$ cat src/rtl/seg_scan_ctrl.sv
// -----------------------------------------------------------------------------
// seg_scan_ctrl
//
// Memory-mapped scan controller for two 4-digit 7-segment displays. Holds a
// 32-bit DATA register written by the CPU through the bridge, and a display
// buffer that is refreshed from DATA only when the digit scan wraps, so a
// display never shows a half-updated value.
//
// Ports
//   clk    : system clock, all state changes on the rising edge
//   rst    : synchronous reset, active-high
//   addr   : register select (0 DATA, 1 CTRL, 2 DIV, 3 STATUS)
//   din    : CPU write data
//   be     : byte enables for din
//   we     : write strobe
//   dout   : combinational read data for addr
//   dout1  : segments of display 1 (buffer bits 15:0), active-low {dp,g..a}
//   dout2  : segments of display 2 (buffer bits 31:16), same coding
//   sel1   : digit select of display 1, one-hot active-low, sel1[1] = LSD
//   sel2   : digit select of display 2, same coding
//   frame  : one-cycle pulse in the cycle whose edge reloads the buffer
// -----------------------------------------------------------------------------
module seg_scan_ctrl #(
  parameter logic [15:0] DIV_RESET = 16'd49999
) (
  input  logic        clk,
  input  logic        rst,
  input  logic [3:2]  addr,
  input  logic [31:0] din,
  input  logic [3:0]  be,
  input  logic        we,
  output logic [31:0] dout,
  output logic [7:0]  dout1,
  output logic [7:0]  dout2,
  output logic [4:1]  sel1,
  output logic [4:1]  sel2,
  output logic        frame
);

  localparam logic [1:0] ADDR_DATA   = 2'd0;
  localparam logic [1:0] ADDR_CTRL   = 2'd1;
  localparam logic [1:0] ADDR_DIV    = 2'd2;
  localparam logic [1:0] ADDR_STATUS = 2'd3;

  // ---------------------------------------------------------------------------
  // Helper functions
  // ---------------------------------------------------------------------------

  // Byte-lane merge of a CPU write into an existing 32-bit register.
  function automatic logic [31:0] merge_bytes(input logic [31:0] old_val,
                                              input logic [31:0] new_val,
                                              input logic [3:0]  lanes);
    logic [31:0] res;
    for (int k = 0; k < 4; k++) begin
      res[8*k +: 8] = lanes[k] ? new_val[8*k +: 8] : old_val[8*k +: 8];
    end
    return res;
  endfunction

  // Hex nibble to active-low segment pattern, dp always off.
  function automatic logic [7:0] seg_encode(input logic [3:0] nib);
    logic [7:0] seg;
    case (nib)
      4'h0: seg = 8'hC0;
      4'h1: seg = 8'hF9;
      4'h2: seg = 8'hA4;
      4'h3: seg = 8'hB0;
      4'h4: seg = 8'h99;
      4'h5: seg = 8'h92;
      4'h6: seg = 8'h82;
      4'h7: seg = 8'hF8;
      4'h8: seg = 8'h80;
      4'h9: seg = 8'h90;
      4'hA: seg = 8'h88;
      4'hB: seg = 8'h83;
      4'hC: seg = 8'hC6;
      4'hD: seg = 8'hA1;
      4'hE: seg = 8'h86;
      default: seg = 8'h8E;
    endcase
    return seg;
  endfunction

  // A digit is a leading zero when it and every more-significant digit of
  // its display are zero. The least-significant digit always shows, so a
  // display of value zero still reads "0".
  function automatic logic digit_blank(input logic [15:0] half,
                                       input logic [1:0]  idx);
    logic [15:0] upper;
    upper = half >> {idx, 2'b00};
    return (idx != 2'd0) && (upper == 16'h0000);
  endfunction

  // ---------------------------------------------------------------------------
  // State
  // ---------------------------------------------------------------------------
  logic [31:0] data_q;
  logic        en_q;
  logic        lzb_q;
  logic [15:0] div_q;
  logic [31:0] disp_buf;
  logic [15:0] cnt_q;
  logic [1:0]  idx_q;

  logic        scan_tick;
  logic        frame_edge;
  logic        wr_data;
  logic        wr_ctrl;
  logic        wr_div;
  logic [15:0] div_next;

  // The >= compare (not ==) lets a DIV write below the running count end the
  // current digit on the next clock instead of waiting for a 16-bit wrap.
  assign scan_tick  = (cnt_q >= div_q);
  assign frame_edge = scan_tick && (idx_q == 2'd3);

  // Reset overrides the reload, so no pulse is reported in a reset cycle.
  assign frame = frame_edge && !rst;

  assign wr_data = we && (addr == ADDR_DATA);
  assign wr_ctrl = we && (addr == ADDR_CTRL);
  assign wr_div  = we && (addr == ADDR_DIV);

  assign div_next = {be[1] ? din[15:8] : div_q[15:8],
                     be[0] ? din[7:0]  : div_q[7:0]};

  // ---------------------------------------------------------------------------
  // Scan divider, digit index, frame reload and register writes
  // ---------------------------------------------------------------------------
  always_ff @(posedge clk) begin
    if (rst) begin
      data_q   <= 32'h0;
      en_q     <= 1'b1;
      lzb_q    <= 1'b0;
      div_q    <= DIV_RESET;
      disp_buf <= 32'h0;
      cnt_q    <= 16'h0;
      idx_q    <= 2'd0;
    end else begin
      if (scan_tick) begin
        cnt_q <= 16'h0;
        // idx wraps 3 -> 0 naturally in two bits.
        idx_q <= idx_q + 2'd1;
        // data_q here is the pre-write value, so a write landing on the
        // boundary cycle waits for the next frame.
        if (frame_edge) begin
          disp_buf <= data_q;
        end
      end else begin
        cnt_q <= cnt_q + 16'd1;
      end

      if (wr_data) begin
        data_q <= merge_bytes(data_q, din, be);
      end
      if (wr_ctrl && be[0]) begin
        en_q  <= din[0];
        lzb_q <= din[1];
      end
      if (wr_div) begin
        div_q <= div_next;
      end
    end
  end

  // ---------------------------------------------------------------------------
  // Output decode
  // ---------------------------------------------------------------------------
  logic [15:0] half1;
  logic [15:0] half2;
  logic [3:0]  nib1;
  logic [3:0]  nib2;
  logic [3:0]  sel_n;

  assign half1 = disp_buf[15:0];
  assign half2 = disp_buf[31:16];
  assign nib1  = half1[{idx_q, 2'b00} +: 4];
  assign nib2  = half2[{idx_q, 2'b00} +: 4];
  assign sel_n = ~(4'b0001 << idx_q);

  always_comb begin
    sel1  = 4'hF;
    sel2  = 4'hF;
    dout1 = 8'hFF;
    dout2 = 8'hFF;
    // With EN low everything stays dark but scanning continues underneath.
    if (en_q) begin
      sel1  = sel_n;
      sel2  = sel_n;
      dout1 = (lzb_q && digit_blank(half1, idx_q)) ? 8'hFF : seg_encode(nib1);
      dout2 = (lzb_q && digit_blank(half2, idx_q)) ? 8'hFF : seg_encode(nib2);
    end
  end

  always_comb begin
    dout = 32'h0;
    case (addr)
      ADDR_DATA:   dout = data_q;
      ADDR_CTRL:   dout = {30'h0, lzb_q, en_q};
      ADDR_DIV:    dout = {16'h0, div_q};
      ADDR_STATUS: dout = {30'h0, idx_q};
      default:     dout = 32'h0;
    endcase
  end

endmodule
$ cat config.mk
export PLATFORM = sky130hd
export DESIGN_NAME = seg_scan_ctrl
export DESIGN_NICKNAME = d
export VERILOG_FILES = /design/src/rtl/seg_scan_ctrl.sv
export SDC_FILE = /design/constraint.sdc
export NUM_CORES = 1
export LEC_CHECK = 0
export ABC_AREA = 0
export BUFFER_PORTS_ARGS = -buffer_cell sky130_fd_sc_hd__buf_2
export CORE_MARGIN = 4
export CORE_UTILIZATION = 37
export DETAILED_ROUTE_END_ITERATION = 6
export PLACE_DENSITY = 0.56
export SYNTH_ARGS = -nofsm -noshare
export SYNTH_HDL_FRONTEND = slang
export SYNTH_SLANG_ARGS = --single-unit
$ cat constraint.sdc
create_clock -name clk -period 2.9 [get_ports clk]
set_input_delay 0.29 -clock clk [delete_from_list [all_inputs] [get_ports clk]]
set_output_delay 0.29 -clock clk [all_outputs]
set_load 0.01 [all_outputs]
==> impl_metrics.json, run 1 <==
{
  "initial_core_util": 0.376,
  "cts_root_buf": "clkbuf_16",
  "ioPinCount": 98,
  "slew_headroom": 0.551,
  "hpwl_um": 10700,
  "ys_async_sr_fraction": 0,
  "via_count": 4591,
  "postCtsHoldBufs": 0,
  "fin_crit_ps": 2800,
  "crit_required_ps": 2610,
  "die_h_um": 127,
  "antenna_found_initial": 0,
  "clock_sinks": 100,
  "worstPathMaxFanout": 4,
  "drive_gt1_frac": 0.243,
  "core_area_mm2": 0.0139,
  "synth_seq_cells": 100,
  "cts_buffers": 9,
  "h-tree-depth": 3,
  "holdWs_ps": 168,
  "antennaDiodeCount": 0,
  "peakVddDrop_uv": 231,
  "placed_area_mm2": 0.00584,
  "fin_util": 0.445,
  "maxCapViolCount": 0,
  "max_clock_freq_mhz": 357,
  "vias_per_cell": 5.30,
  "track_usage": 0.175,
  "hold_path_class": "in2reg",
  "p_per_area_mw_per_mm2": 445,
  "grt_pass1_vias": 4508,
  "hold_viol": 0,
  "area_growth_pct": 18.3,
  "wl_um": 14000,
  "synth_area_mm2": 0.00522,
  "skew_ps": 8.93,
  "synth-edff-count": 0,
  "tightest_slew_ps": 673,
  "grt_overflow": 0,
  "synthDistinctLibCells": 48,
  "ant_nets": 0,
  "yosys_warnings": 0,
  "arrival_ps": 2510,
  "finalSetupViolCount": 0,
  "nets": 754,
  "die_w_um": 127,
  "stdcell_area_mm2": 0.00618,
  "r2r-start": "cnt_q[13]",
  "initialDrtViolationCount": 286,
  "worstSetupPathType": "reg2out",
  "setup_tns_ps": 0,
  "grt_pass1_wl_um": 23100,
  "num_rows": 43,
  "dp.cells": 851,
  "pre_cts_slack_ps": 204,
  "fin_ws_ps": 96.2,
  "crit_path_end_kind": "output pin",
  "critPathLaunch": "cnt_q[13]",
  "syn_area_per_cell_um2": 8.69,
  "dieArea_mm2": 0.0161,
  "cp-start-kind": "register",
  "layoutNonFillerInstCount": 867,
  "rsz0062_at_grt": "false",
  "dr.pass1.iters": 5,
  "drc": 0,
  "ys_seq_area_frac": 0.383,
  "total_power_mw": 2.75,
  "clk_pin_slew_ps": 70,
  "worstHoldStart": "din[3]",
  "clk_path_buf_depth": 2,
  "leakage_nw": 2.64,
  "outcome": "finished clean",
  "clk_latency_ps": 350,
  "grt_start_max_net_pins": 67,
  "routedWlPerCell_um": 16.2,
  "cts_tree": "done",
  "synth_flop_cell": "dfxtp_1",
  "fin_crit_sh": 0.967,
  "drv_slew": 0,
  "numPortBuffers": 95,
  "gp_congestion": 0.819,
  "syn-instance-count": 601
}
## final timing paths
kind	endpoint	slack, ps	cells past startpoint
worst min-delay path	div_q[3]	170	3
worst max-delay path	frame	100	6
worst max register to register	disp_buf[26]	430	7
worst min register to register	div_q[13]	470	2
## report_power, final
part | leakage (nW) | internal (mW) | switching [mW]
combinational | 1.69 | 0.0832 | 0.120
sequential | 0.810 | 1.39 | 0.0210
clock | 0.140 | 0.609 | 0.521
## per-layer routing
metal,vias up,GRT usage,share of wire
li1,2272,-,-
met1,2187,0.250,0.48
met2,117,0.276,0.46
met3,15,0.0295,0.053
met4,0,0.0442,0.011
met5,-,0,0
## timing repair
action,4_1_cts,5_1_grt
pin swaps,3,0
gates cloned,0,0
setup buffers,0,0
endpoints found under the setup margin,15,15
gates resized for setup,2,14
## layout make-up
cell class                      instances  area (µm²)
Clock buffer                           11         243
Inverter                               31         116
Sequential cell                       100        2020
Multi-Input combinational cell        431        2960
Tap cell                              180         225
Fill cell                            1436        7700
Clock inverter                          5        36.3
Timing Repair Buffer                  109         581
## cells in the final DEF, fill, tap and decap left out, types with 7 or more instances in the layout
| master | count |
|---|---|
| nand3_1 | 16 |
| inv_1 | 31 |
| nand2b_1 | 7 |
| buf_4 | 14 |
| a22o_1 | 24 |
| nand2_1 | 111 |
| xor2_1 | 12 |
| mux4_2 | 11 |
| nor3_1 | 21 |
| ha_1 | 27 |
| buf_2 | 95 |
| a21oi_1 | 51 |
| nor2_1 | 22 |
| a22o_2 | 8 |
| dfxtp_2 | 9 |
| and2_1 | 16 |
| and3_1 | 8 |
| dfxtp_1 | 90 |
| nand3b_1 | 9 |
| clkbuf_16 | 9 |
| mux2i_1 | 18 |
## registers in the layout (all words and copies together) (netlist names)
signal and flops:
disp_buf 32, lzb_q 1, en_q 1, idx_q 2, div_q 16, cnt_q 16, data_q 32
## synthesized netlist by cell type, drive strengths merged, types with 3 or more instances
master    n  share of area
inv      31          0.022
ha       31          0.074
mux2i    18          0.034
nand3    16          0.015
nor2b     3         0.0036
nor2     22          0.016
a21oi    51          0.049
and4      3         0.0050
buf      13          0.019
nor3     21          0.020
and2     16          0.019
o21ai     5         0.0048
nand2   112          0.080
clkbuf   27          0.019
nand2b    7         0.0084
nor4      6         0.0072
nand3b    9          0.013
a211oi    4         0.0057
mux4     11          0.047
o211ai    4         0.0057
dfxtp   100           0.38
nand4     6         0.0084
and3      8         0.0096
a22o     32          0.056
or2       3         0.0036
xor2     12          0.020
o41ai     3         0.0050
o221ai    6          0.010
## cells by family (layout without fill, tap and decap cells)
group,Yosys count,after routing,synth area share
simple gates,237,237,0.217
compound gates,118,118,0.159
flops,100,100,0.383
buf+inv,71,156,0.0604
fa+ha+maj,31,31,0.0743
mux,29,29,0.0819
xor+xnor,14,14,0.0235
other cells,1,2,0.000718
## critical path, stage by stage (launching register included)
cell and delay, ps:
dfxtp_1 380, ha_4 300, nand4_2 120, or3_1 340, or4_4 530, a311oi_4 290
buf_2 190
Power figures use the tool's default switching activity.
==> run 2, diff against run 1 <==
- BUFFER_PORTS_ARGS: -buffer_cell sky130_fd_sc_hd__buf_2 -> not set
- DONT_BUFFER_PORTS: not set -> 1
- PLACE_DENSITY: 0.56 -> 0.5
==> impl_metrics.json, run 2 (synthesized netlist as in run 1, its figures left out) <==
{
  "outcome": "finished clean",
  "top_regs": "data_q: 32 flops, disp_buf: 32 flops",
  "via_count": 4266,
  "fin_crit_ps": 2860,
  "r2r-start": "cnt_q[11]",
  "dieArea_mm2": 0.0161,
  "initial_core_util": 0.376,
  "cts_buffers": 9,
  "antennaDiodeCount": 0,
  "leakage_nw": 2.32,
  "worstSetupPathType": "reg2out",
  "hold_viol": 0,
  "grt_pass1_wl_um": 22800,
  "worstPathMaxFanout": 5,
  "critPathLaunch": "cnt_q[11]",
  "maxCapViolCount": 0,
  "clk_path_buf_depth": 2,
  "seq_area_mm2": 0.00202,
  "grt_overflow": 0,
  "r2r_cells": 9,
  "ioPinCount": 98,
  "tightest_slew_ps": 822,
  "peakVddDrop_uv": 247,
  "initialDrtViolationCount": 240,
  "layout_commonest_cell": "nand2_1",
  "whs_path_depth": 1,
  "slew_headroom": 0.450,
  "h-tree-depth": 3,
  "p_per_area_mw_per_mm2": 461,
  "max_clock_freq_mhz": 350,
  "clk_pin_slew_ps": 70,
  "antenna_found_initial": 0,
  "cts_root_buf": "clkbuf_16",
  "core_area_mm2": 0.0139,
  "num_rows": 43,
  "fin_ws_ps": 39.1,
  "skew_ps": 6.32,
  "cp-start-kind": "register",
  "fillers": 1396,
  "dr.pass1.iters": 4,
  "grt_start_max_net_pins": 42,
  "rsz0062_at_grt": "true",
  "routedWlPerCell_um": 18.7,
  "nets": 670,
  "crit_required_ps": 2610,
  "arrival_ps": 2570,
  "numPortBuffers": 0,
  "setup_tns_ps": 0,
  "fin_crit_sh": 0.987,
  "grt_pass1_vias": 4102,
  "multi_input_area_mm2": 0.00298,
  "layout_common_cells": "111 x nand2_1, 89 x dfxtp_1, 51 x a21oi_1, 30 x inv_1, 27 x ha_1",
  "die_w_um": 127,
  "drv_slew": 0,
  "pre_cts_slack_ps": 224,
  "crit_path_end_kind": "output pin",
  "hpwl_um": 10400,
  "clock_sinks": 100,
  "drc": 0,
  "track_usage": 0.180,
  "drive_gt1_frac": 0.141,
  "area_growth_pct": 13.7,
  "vias_per_cell": 5.45,
  "finalSetupViolCount": 0,
  "die_h_um": 127,
  "wl_um": 14600,
  "clk_latency_ps": 350,
  "worstHoldStart": "rst",
  "hold_path_class": "in2reg",
  "total_power_mw": 2.74,
  "ant_nets": 0,
  "cts_tree": "done",
  "gp_congestion": 0.816
}
## run 2: power by group
| part | total [mW] | switching (mW) | internal (mW) |
|---|---|---|---|
| combinational | 0.150 | 0.0901 | 0.0596 |
| clock | 1.18 | 0.573 | 0.604 |
| sequential | 1.41 | 0.0197 | 1.39 |
| total | 2.74 | 0.683 | 2.06 |
## run 2: worst paths after layout
kind,to,slack [ps]
min reg2reg,div_q[12],470
max,frame,40
min,cnt_q[4],20
max reg2reg,disp_buf[4],110
## run 2: metrics by stage
stage	cell area (µm²)	instances	util	hold WS [ps]
floorplan	5230	602	-	411
global placement	5360	752	0.386	371
detailed placement	5360	752	0.386	372
CTS	5810	777	0.418	0.404
global route	5940	783	0.428	14.7
finish	5940	783	0.428	23.7
## run 2: area by class of cell
cell class	count	share of cell area
clock buffer	9	0.0379
clock inverter	7	0.0105
inverter	31	0.0196
multi-input combinational	431	0.503
sequential	100	0.340
tap	180	0.0379
timing repair buffer	25	0.0514
## run 2: layer usage
layer  global-route usage  vias up  part of all wire
met1                0.258     2012              0.48
met5                    0        -                 0
met4               0.0511        0             0.017
li1                     -     2119                 -
met3               0.0518       17             0.071
met2                0.264      118              0.44
## run 2: timing repair
item,in CTS,in global routing
gates resized for setup,1,19
setup buffers,4,5
pin swaps,3,3
endpoints found under the hold margin,41,3
setup endpoints to repair,8,26
cloned,3,0
hold buffers,2,1
## run 2: worst max-delay path: stages (launching register included)
cell	delay [ps]
dfxtp_1	360
ha_1	320
nand2_2	70
or3_4	380
or4_4	510
a311oi_4	400
buf_12	170
==> run 3, diff against run 2 <==
- clock period: 2.9 -> 3.1 ns (I/O delays scaled with it)
==> impl_metrics.json, run 3 (synthesized netlist as in run 1, its figures left out) <==
{
  "outcome": "finished clean",
  "drv_slew": 0,
  "leakage_nw": 2.26,
  "peakVddDrop_uv": 340,
  "clock_sinks": 100,
  "grt_overflow": 0,
  "fin_util": 0.418,
  "slowest_delay_ps": 530,
  "worstPathMaxFanout": 5,
  "wl_um": 14300,
  "maxCapViolCount": 0,
  "seq_area_mm2": 0.00201,
  "grt_pass1_wl_um": 22500,
  "ant_nets": 0,
  "num_rows": 43,
  "initialDrtViolationCount": 206,
  "clk_latency_ps": 350,
  "cts_root_buf": "clkbuf_16",
  "critPathLaunch": "div_q[15]",
  "r2r-start": "div_q[15]",
  "via_count": 4205,
  "worstSetupPathType": "reg2out",
  "crit_chain": "inv_1 > ha_1 > nand4_4 > or3_4 > or4_4 > a311oi_4 > buf_12",
  "cp-start-kind": "register",
  "layoutNonFillerInstCount": 770,
  "postCtsHoldBufs": 0,
  "fin_crit_sh": 0.980,
  "ioPinCount": 98,
  "die_w_um": 127,
  "hold_path_class": "in2reg",
  "tightest_slew_ps": 626,
  "drive_gt1_frac": 0.105,
  "whs_path_depth": 1,
  "hold_viol": 0,
  "worstHoldStart": "rst",
  "clk_path_buf_depth": 2,
  "clk_pin_slew_ps": 70,
  "max_clock_freq_mhz": 329,
  "dp.cells": 748,
  "dieArea_mm2": 0.0161,
  "area_growth_pct": 11.1,
  "core_area_mm2": 0.0139,
  "arrival_ps": 2730,
  "holdWs_ps": 32.5,
  "grt_start_max_net_pins": 72,
  "skew_ps": 7.48,
  "p_per_area_mw_per_mm2": 460,
  "top_regs": "data_q: 32 flops, disp_buf: 32 flops",
  "layout_common_cells": "112 x nand2_1, 96 x dfxtp_1, 51 x a21oi_1, 31 x inv_1, 29 x ha_1",
  "r2r_cells": 9,
  "die_h_um": 127,
  "grt_pass1_vias": 4067,
  "initial_core_util": 0.376,
  "slew_headroom": 0.580,
  "crit_path_end_kind": "output pin",
  "drc": 0,
  "gp_congestion": 0.807,
  "cts_tree": "done",
  "numPortBuffers": 0,
  "dr.pass1.iters": 4,
  "antenna_found_initial": 0,
  "layout_commonest_cell": "nand2_1",
  "cts_buffers": 9,
  "h-tree-depth": 3,
  "slowest_stage": "or4_4",
  "track_usage": 0.175,
  "fillers": 1382,
  "fin_crit_ps": 3040,
  "multi_input_area_mm2": 0.00296,
  "antennaDiodeCount": 0,
  "hpwl_um": 10400,
  "setup_tns_ps": 0,
  "vias_per_cell": 5.46,
  "routedWlPerCell_um": 18.5,
  "crit_required_ps": 2790,
  "finalSetupViolCount": 0,
  "nets": 657
}
run 3: worst max-delay path, delay by kind of cell, from the launching register on:
family	cells	cell delay, ps
simple gates	3	1040
compound gates	1	420
flops	1	340
fa+ha+maj	1	340
buf+inv	2	230
run 3: path summary, 6_finish.rpt:
kind / endpoint / slack (ps)
worst max-delay path: frame / 60
worst min-delay path: cnt_q[6] / 30
worst max register to register: disp_buf[12] / 250
worst min register to register: div_q[12] / 470
run 3: what timing repair did:
action / in CTS / in global routing
pin swaps: 1 / 3
resized for setup: 0 / 8
buffers inserted: 1 / 2
gates cloned: 1 / 2
setup endpoints to repair: 1 / 14
run 3: per-stage QoR:
| stage | setup WS [ps] | power [mW] | cell area [µm²] |
|---|---|---|---|
| floorplan | 447 | 1.46 | 5230 |
| global route | -42.7 | 2.78 | 5800 |
| CTS | 37.4 | 2.71 | 5690 |
| detailed placement | 380 | 1.47 | 5330 |
| finish | 63.4 | 2.67 | 5800 |
| global placement | 421 | 1.46 | 5330 |
run 3: layer usage:
metal  vias to the layer above  share of wire  track usage
li1                       2076              -            -
met1                      2013           0.47        0.252
met2                       108           0.45        0.253
met3                         8          0.068       0.0589
met4                         0         0.0097       0.0410
met5                         -              0            0
run 3: final cells by class:
type / count / share of cell area
inverter: 31 / 0.0201
tap: 180 / 0.0388
clock buffer: 10 / 0.0395
multi-input combinational: 431 / 0.509
sequential: 100 / 0.346
clock inverter: 6 / 0.0162
timing repair buffer: 12 / 0.0302
run 3: report_power, final:
| part | internal (mW) | leakage, nW | switching [mW] |
|---|---|---|---|
| registers | 1.30 | 0.809 | 0.0199 |
| clock network | 0.718 | 0.159 | 0.516 |
| logic | 0.0479 | 1.29 | 0.0672 |
